--- config.mk ---
export PLATFORM = sky130hd
export DESIGN_NAME = vga_fb_arbiter
export DESIGN_NICKNAME = d
export VERILOG_FILES = /design/src/rtl/vga_fb_arbiter.sv
export SDC_FILE = /design/constraint.sdc
export NUM_CORES = 1
export LEC_CHECK = 0
export CAP_MARGIN = 10
export CORE_ASPECT_RATIO = 1.75
export CORE_UTILIZATION = 47
export CTS_CLUSTER_SIZE = 40
export DETAILED_ROUTE_END_ITERATION = 8
export PLACE_DENSITY = 0.7
export REMOVE_ABC_BUFFERS = 1
export SLEW_MARGIN = 10
export SYNTH_ARGS = -nofsm -noshare
export SYNTH_HDL_FRONTEND = slang
export SYNTH_SLANG_ARGS = --single-unit
--- constraint.sdc ---
create_clock -name Clock -period 14.54 [get_ports Clock]
set_input_delay 3.635 -clock Clock [delete_from_list [all_inputs] [get_ports Clock]]
set_output_delay 3.635 -clock Clock [all_outputs]
set_load 0.01 [all_outputs]
--- src/rtl/vga_fb_arbiter.sv ---
// Framebuffer port arbiter: one single-port RAM shared by the VGA scan-out path
// (prefetch FIFO, two pixels per word) and a req/ack drawing engine.
module vga_fb_arbiter #(
    parameter int          FIFO_DEPTH      = 8,
    parameter int          URGENT_LEVEL    = 3,
    parameter int          FRAME_WORDS     = 153600,
    parameter int          ADDR_W          = 18,
    parameter logic [23:0] UNDERFLOW_COLOR = 24'hFF00FF
) (
    input  logic              Clock,
    input  logic              Reset,
    input  logic              frame_start,
    input  logic              blank,
    output logic [23:0]       RGB,
    output logic              underflow,
    input  logic              wr_req,
    input  logic [ADDR_W-1:0] wr_addr,
    input  logic [47:0]       wr_data,
    output logic              wr_ack,
    output logic [ADDR_W-1:0] ram_addr,
    output logic              ram_we,
    output logic [47:0]       ram_wdata,
    input  logic [47:0]       ram_rdata
);
    localparam int PTR_W = $clog2(FIFO_DEPTH);
    localparam int LVL_W = PTR_W + 1;
    localparam logic [LVL_W:0]    PEND_URGENT = (LVL_W+1)'(URGENT_LEVEL);
    localparam logic [LVL_W:0]    PEND_FULL   = (LVL_W+1)'(FIFO_DEPTH);
    localparam logic [ADDR_W:0]   FRAME_END   = (ADDR_W+1)'(FRAME_WORDS);
    localparam logic [ADDR_W-1:0] LAST_ADDR   = ADDR_W'(FRAME_WORDS - 1);

    typedef enum logic [1:0] {
        ST_IDLE  = 2'd0,
        ST_FLUSH = 2'd1,
        ST_FETCH = 2'd2,
        ST_DONE  = 2'd3
    } state_t;

    state_t             r_state, w_state_nxt;
    logic [47:0]        r_fifo [FIFO_DEPTH];
    logic [PTR_W-1:0]   r_wptr, r_rptr;
    logic [LVL_W-1:0]   r_level;
    // r_rd_q1: read address is on the port; r_rd_q2: its data is on ram_rdata
    logic               r_rd_q1, r_rd_q2;
    logic [ADDR_W-1:0]  r_fetch_addr;
    logic               r_sel, r_underflow, r_wr_ack, r_ram_we;
    logic [ADDR_W-1:0]  r_ram_addr;
    logic [47:0]        r_ram_wdata;

    logic [LVL_W:0]     w_pending;
    logic               w_wr_ok, w_wr_go, w_rd_go;
    logic               w_active, w_empty, w_push, w_pop;
    logic [47:0]        w_head;
    logic [23:0]        w_rgb;

    // A request already acked this cycle is the previous one still held high.
    assign w_wr_ok   = wr_req & ~r_wr_ack;
    assign w_pending = {1'b0, r_level} + {{LVL_W{1'b0}}, r_rd_q1} + {{LVL_W{1'b0}}, r_rd_q2};
    assign w_empty   = (r_level == {LVL_W{1'b0}});
    assign w_active  = blank & (r_state != ST_IDLE);
    assign w_head    = r_fifo[r_rptr];
    assign w_pop     = w_active & ~w_empty & r_sel;
    assign w_push    = r_rd_q2 & ~frame_start;

    // Next state and the single port grant for this cycle.
    always_comb begin
        w_state_nxt = r_state;
        w_rd_go     = 1'b0;
        w_wr_go     = 1'b0;
        if (frame_start) begin
            w_state_nxt = ST_FLUSH;
            w_wr_go     = w_wr_ok;
        end else begin
            case (r_state)
                ST_IDLE: w_wr_go = w_wr_ok;
                ST_FLUSH: begin
                    w_wr_go     = w_wr_ok;
                    w_state_nxt = ST_FETCH;
                end
                ST_FETCH: begin
                    if (w_pending < PEND_URGENT) begin
                        w_rd_go = 1'b1;
                    end else if (w_wr_ok) begin
                        w_wr_go = 1'b1;
                    end else if (w_pending < PEND_FULL) begin
                        w_rd_go = 1'b1;
                    end else begin
                        w_rd_go = 1'b0;
                    end
                    if (w_rd_go && (r_fetch_addr == LAST_ADDR)) begin
                        w_state_nxt = ST_DONE;
                    end else begin
                        w_state_nxt = ST_FETCH;
                    end
                end
                ST_DONE: w_wr_go = w_wr_ok;
                default: w_state_nxt = ST_IDLE;
            endcase
        end
    end

    // Pixel mux straight off the FIFO head, no added latency.
    always_comb begin
        w_rgb = 24'h000000;
        if (!w_active) begin
            w_rgb = 24'h000000;
        end else if (w_empty) begin
            w_rgb = UNDERFLOW_COLOR;
        end else if (r_sel) begin
            w_rgb = w_head[47:24];
        end else begin
            w_rgb = w_head[23:0];
        end
    end

    // State, read pipeline flags and fetch address.
    always_ff @(posedge Clock or negedge Reset) begin
        if (!Reset) begin
            r_state      <= ST_IDLE;
            r_rd_q1      <= 1'b0;
            r_rd_q2      <= 1'b0;
            r_fetch_addr <= {ADDR_W{1'b0}};
        end else begin
            r_state <= w_state_nxt;
            r_rd_q1 <= w_rd_go;
            r_rd_q2 <= r_rd_q1 & ~frame_start;
            if (frame_start) begin
                r_fetch_addr <= {ADDR_W{1'b0}};
            end else if (w_rd_go) begin
                r_fetch_addr <= r_fetch_addr + ADDR_W'(1);
            end
        end
    end

    // Registered RAM port and write acknowledge; out-of-frame writes are acked but dropped.
    always_ff @(posedge Clock or negedge Reset) begin
        if (!Reset) begin
            r_ram_addr  <= {ADDR_W{1'b0}};
            r_ram_wdata <= 48'h0;
            r_ram_we    <= 1'b0;
            r_wr_ack    <= 1'b0;
        end else if (w_wr_go) begin
            r_ram_addr  <= wr_addr;
            r_ram_wdata <= wr_data;
            r_ram_we    <= ({1'b0, wr_addr} < FRAME_END);
            r_wr_ack    <= 1'b1;
        end else if (w_rd_go) begin
            r_ram_addr  <= r_fetch_addr;
            r_ram_we    <= 1'b0;
            r_wr_ack    <= 1'b0;
        end else begin
            r_ram_we    <= 1'b0;
            r_wr_ack    <= 1'b0;
        end
    end

    // FIFO bookkeeping, pixel select and sticky underflow; frame_start clears them
    // so the FLUSH cycle already sees an empty FIFO.
    always_ff @(posedge Clock or negedge Reset) begin
        if (!Reset) begin
            r_wptr      <= {PTR_W{1'b0}};
            r_rptr      <= {PTR_W{1'b0}};
            r_level     <= {LVL_W{1'b0}};
            r_sel       <= 1'b0;
            r_underflow <= 1'b0;
        end else if (frame_start) begin
            r_wptr      <= {PTR_W{1'b0}};
            r_rptr      <= {PTR_W{1'b0}};
            r_level     <= {LVL_W{1'b0}};
            r_sel       <= 1'b0;
            r_underflow <= 1'b0;
        end else begin
            if (w_push) r_wptr <= r_wptr + PTR_W'(1);
            if (w_pop)  r_rptr <= r_rptr + PTR_W'(1);
            case ({w_push, w_pop})
                2'b10:   r_level <= r_level + LVL_W'(1);
                2'b01:   r_level <= r_level - LVL_W'(1);
                default: r_level <= r_level;
            endcase
            if (w_active) r_sel <= ~r_sel;
            if (w_active && w_empty) r_underflow <= 1'b1;
        end
    end

    // FIFO storage.
    always_ff @(posedge Clock) begin
        if (w_push) r_fifo[r_wptr] <= ram_rdata;
    end

    assign RGB       = w_rgb;
    assign underflow = r_underflow;
    assign wr_ack    = r_wr_ack;
    assign ram_addr  = r_ram_addr;
    assign ram_we    = r_ram_we;
    assign ram_wdata = r_ram_wdata;
endmodule
==> summary.md <==
| Metric | Value |
|---|---|
| Max Freq | `0.101 GHz` |
| Reg2reg path depth | `7` |
| Height of the die | `271 µm` |
| GR Util met1 | `0.232` |
| Pwr/cell area | `125 nW/µm²` |
| Worst slew margin | `0.245` |
| Final Hold Fails | `0` |
| Syn-to-layout area delta | `21.4%` |
| Worst-path clk slew | `60 ps` |
| IO Count | `212` |
| # hold bufs at CTS | `0` |
| Vias in the first global route | `11000` |
| Worst-path fanout max | `14` |
| Routed Antenna Nets | `0` |
| # Post-CTS Setup Buffers | `0` |
| Synth area leader | `edfxtp_1` |
| Root Buffer | `clkbuf_16` |
| Post-Syn Area | `19400 µm²` |
| Post-synth top cells | `edfxtp_1 (384), dfrtp_1 (102), mux4_2 (79)` |
| Tcrit/Tclk final | `0.681` |
| Dominant cells by area after synthesis | `edfxtp_1 (59%), dfrtp_1 (13%), mux4_2 (9.2%)` |
| Flops & latches, synth | `486` |
| Tightest Pin Transition | `1130 ps` |
| Port buffer count | `211` |
| Synth top area share | `0.595` |
| Syn. warnings | `0` |
| Crit-path cells | `clkdlybuf4s50_1 -> o21a_1 -> nand3_1 -> o22ai_1 -> clkdlybuf4s50_1` |
| H-tree depth | `2` |
| Final core occ | `0.578` |
| Worst min-delay path class | `reg2reg` |
| DRC viols | `0` |
| CP dominant cell by count | `clkdlybuf4s50_1` |
| Clock Latency Late Sink | `560 ps` |
| # setup viols final | `0` |
| TritonCTS Sinks | `486` |
| Detailed Routing Iterations Pass 1 | `5` |
| Core ar. | `40700 µm²` |
| Initial core utilization | `0.476` |
| Ys flop type | `edfxtp_1` |
| Critical Path RT | `10900 ps` |
| Post-CTS Resized | `0` |
| Max-cap check violation count | `0` |
| Post-synthesis sequential area ratio | `0.726` |
| Tmin final | `9900 ps` |
| Pin count of the biggest net entering global routing | `64` |
| Fin cells | `1830` |
| Die Wd | `156 µm` |
| Met3 global-route usage | `0.0319` |
| CP Data Arrival Time | `6260 ps` |
| Setup Crit Path Kind | `in2out` |
| All-Layer GR Usage | `0.203` |
| Bufs on Longest Clock Path | `3` |
| Peak supply drop | `0.106 mV` |
| First-pass GRT wire length | `63900 µm` |
| Post-Syn Area per Cell | `18.7 µm²` |
| Slowest CP cell | `nand3_1` |
| EDFF count, synth | `384` |
| Inst Count DP | `1754` |
| Number of DRC markers in iteration 0 | `608` |
| Layout cells sized above 1 | `0.205` |
| Critical path launch point type | `input port` |
| Final Max Slew Viols | `0` |
| Via count | `10400` |
| RSZ-0062 raised after global routing | `false` |
| Clk_skew | `12.8 ps` |
| Num CTS Buffers | `42` |
| Grt total ovfl | `0` |
| CTS tree | `yes` |
| GR Util met2 | `0.373` |
| Setup_tns | `0 ps` |
| GR peak layer | `met2` |
| Leak Pwr | `7.69 nW` |
| Routability cong. | `0.754` |
| Wirelength, routed | `41500 µm` |
| Endpoint type of the worst setup path | `output pin` |
| Synth async-reset ratio | `0.210` |
| HPWL after DPL | `25500 µm` |
| WHS | `503 ps` |
| CP max stage delay | `720 ps` |
| Run status | `completed` |
| Die area | `42100 µm²` |
| Hold path depth | `1` |
| NumNets Final | `1375` |
| Row count | `98` |
| Most common cell in the netlist | `edfxtp_1` |
| Vias/cell | `5.66` |
| Cells after Synth | `1037` |
| Yosys cell types | `62` |
| Antenna violations before repair | `3` |
| WL per Instance | `22.7 µm` |
-- state kept, by name (all words and copies together) (netlist names) --
register	flops
r_rptr	3
ram_addr	18
r_fifo	384
r_rd_q2	1
r_fetch_addr	18
wr_ack	1
ram_we	1
r_state	2
r_wptr	3
r_level	4
underflow	1
r_sel	1
r_rd_q1	1
ram_wdata	48
-- final cells by class --
class,count,area [µm²]
fillers,3090,17200
flip-flops and latches,486,14100
multi-input cells,480,5050
repair buffers,232,2260
clock buffers,50,1100
well taps,550,688
clock inverters,25,312
inverters,6,22.5
diodes,1,2.50
-- final timing paths --
check,startpoint,endpoint,slack [ps]
max,blank,RGB[14],4640
min,ram_wdata[12],ram_wdata[12],500
max reg2reg,r_rd_q2,ram_wdata[10],10360
min reg2reg,ram_wdata[12],ram_wdata[12],500
max in group asynchronous,Reset,r_rptr[2],10160
min in group asynchronous,Reset,ram_wdata[6],3060
-- where the power goes --
part / total (mW) / internal [mW] / switching, mW
combinational: 0.240 / 0.138 / 0.102
sequential: 1.56 / 1.54 / 0.0212
clock: 1.15 / 0.666 / 0.483
total: 2.95 / 2.34 / 0.606
-- kinds of logic after synthesis --
| group | count (synthesis) | synth area share |
|---|---|---|
| buffers and inverters | 71 | 0.0170 |
| xor gates and xnor gates | 5 | 0.00226 |
| muxes | 194 | 0.157 |
| adders and majority gates | 8 | 0.00594 |
| and+or+nand+nor | 146 | 0.0433 |
| DFF | 486 | 0.726 |
| AOI/OAI and AO/OA | 127 | 0.0481 |
-- per-layer routing --
layer / wire length, µm / share of wire
met4: 1490 / 0.036
met5: 25 / 0.00060
met3: 2050 / 0.049
met1: 15300 / 0.37
met2: 22600 / 0.54
-- critical path: cells and delay by family --
family | cells | cell delay (ps)
buffers and inverters | 2 | 1170
AND/OR/NAND/NOR | 1 | 720
AO/OA/AOI/OAI | 2 | 710
-- per-stage QoR --
stage	power (mW)	setup slack, ps	instance area [µm²]
2_1_floorplan	1.67	5610	19100
3_3_place_gp	1.83	4520	22100
3_5_place_dp	1.83	4570	22100
4_1_cts	2.98	4570	23500
5_1_grt	3.04	4530	23500
6_report	2.95	4640	23500
-- cells in the final DEF, fill, tap and decap left out, types with 4 or more instances in the layout --
master / Yosys / routed
nor3_1: 7 / 7
nor2_1: 16 / 13
nand2_1: 20 / 20
o221a_2: 16 / 16
xor2_1: 4 / 4
nand4_1: 6 / 6
or2_2: 13 / 13
nor4_1: 17 / 10
a22oi_1: 15 / 15
nor4_2: 0 / 7
a211oi_1: 16 / 16
o22ai_1: 23 / 23
dfrtp_1: 102 / 99
bufinv_16: 0 / 7
or3_1: 16 / 16
clkdlybuf4s50_1: 0 / 209
o21ai_0: 6 / 5
ha_1: 6 / 6
o311ai_0: 4 / 4
nand3_1: 18 / 18
clkbuf_1: 33 / 7
clkbuf_16: 0 / 43
edfxtp_1: 384 / 384
and3_1: 5 / 5
a21oi_1: 26 / 26
clkinv_1: 0 / 12
mux2i_1: 62 / 62
mux2_2: 43 / 43
mux4_2: 79 / 79
mux2_4: 9 / 9
buf_4: 3 / 22
inv_1: 5 / 5
nor2b_1: 6 / 6
Power figures use the tool's default switching activity.
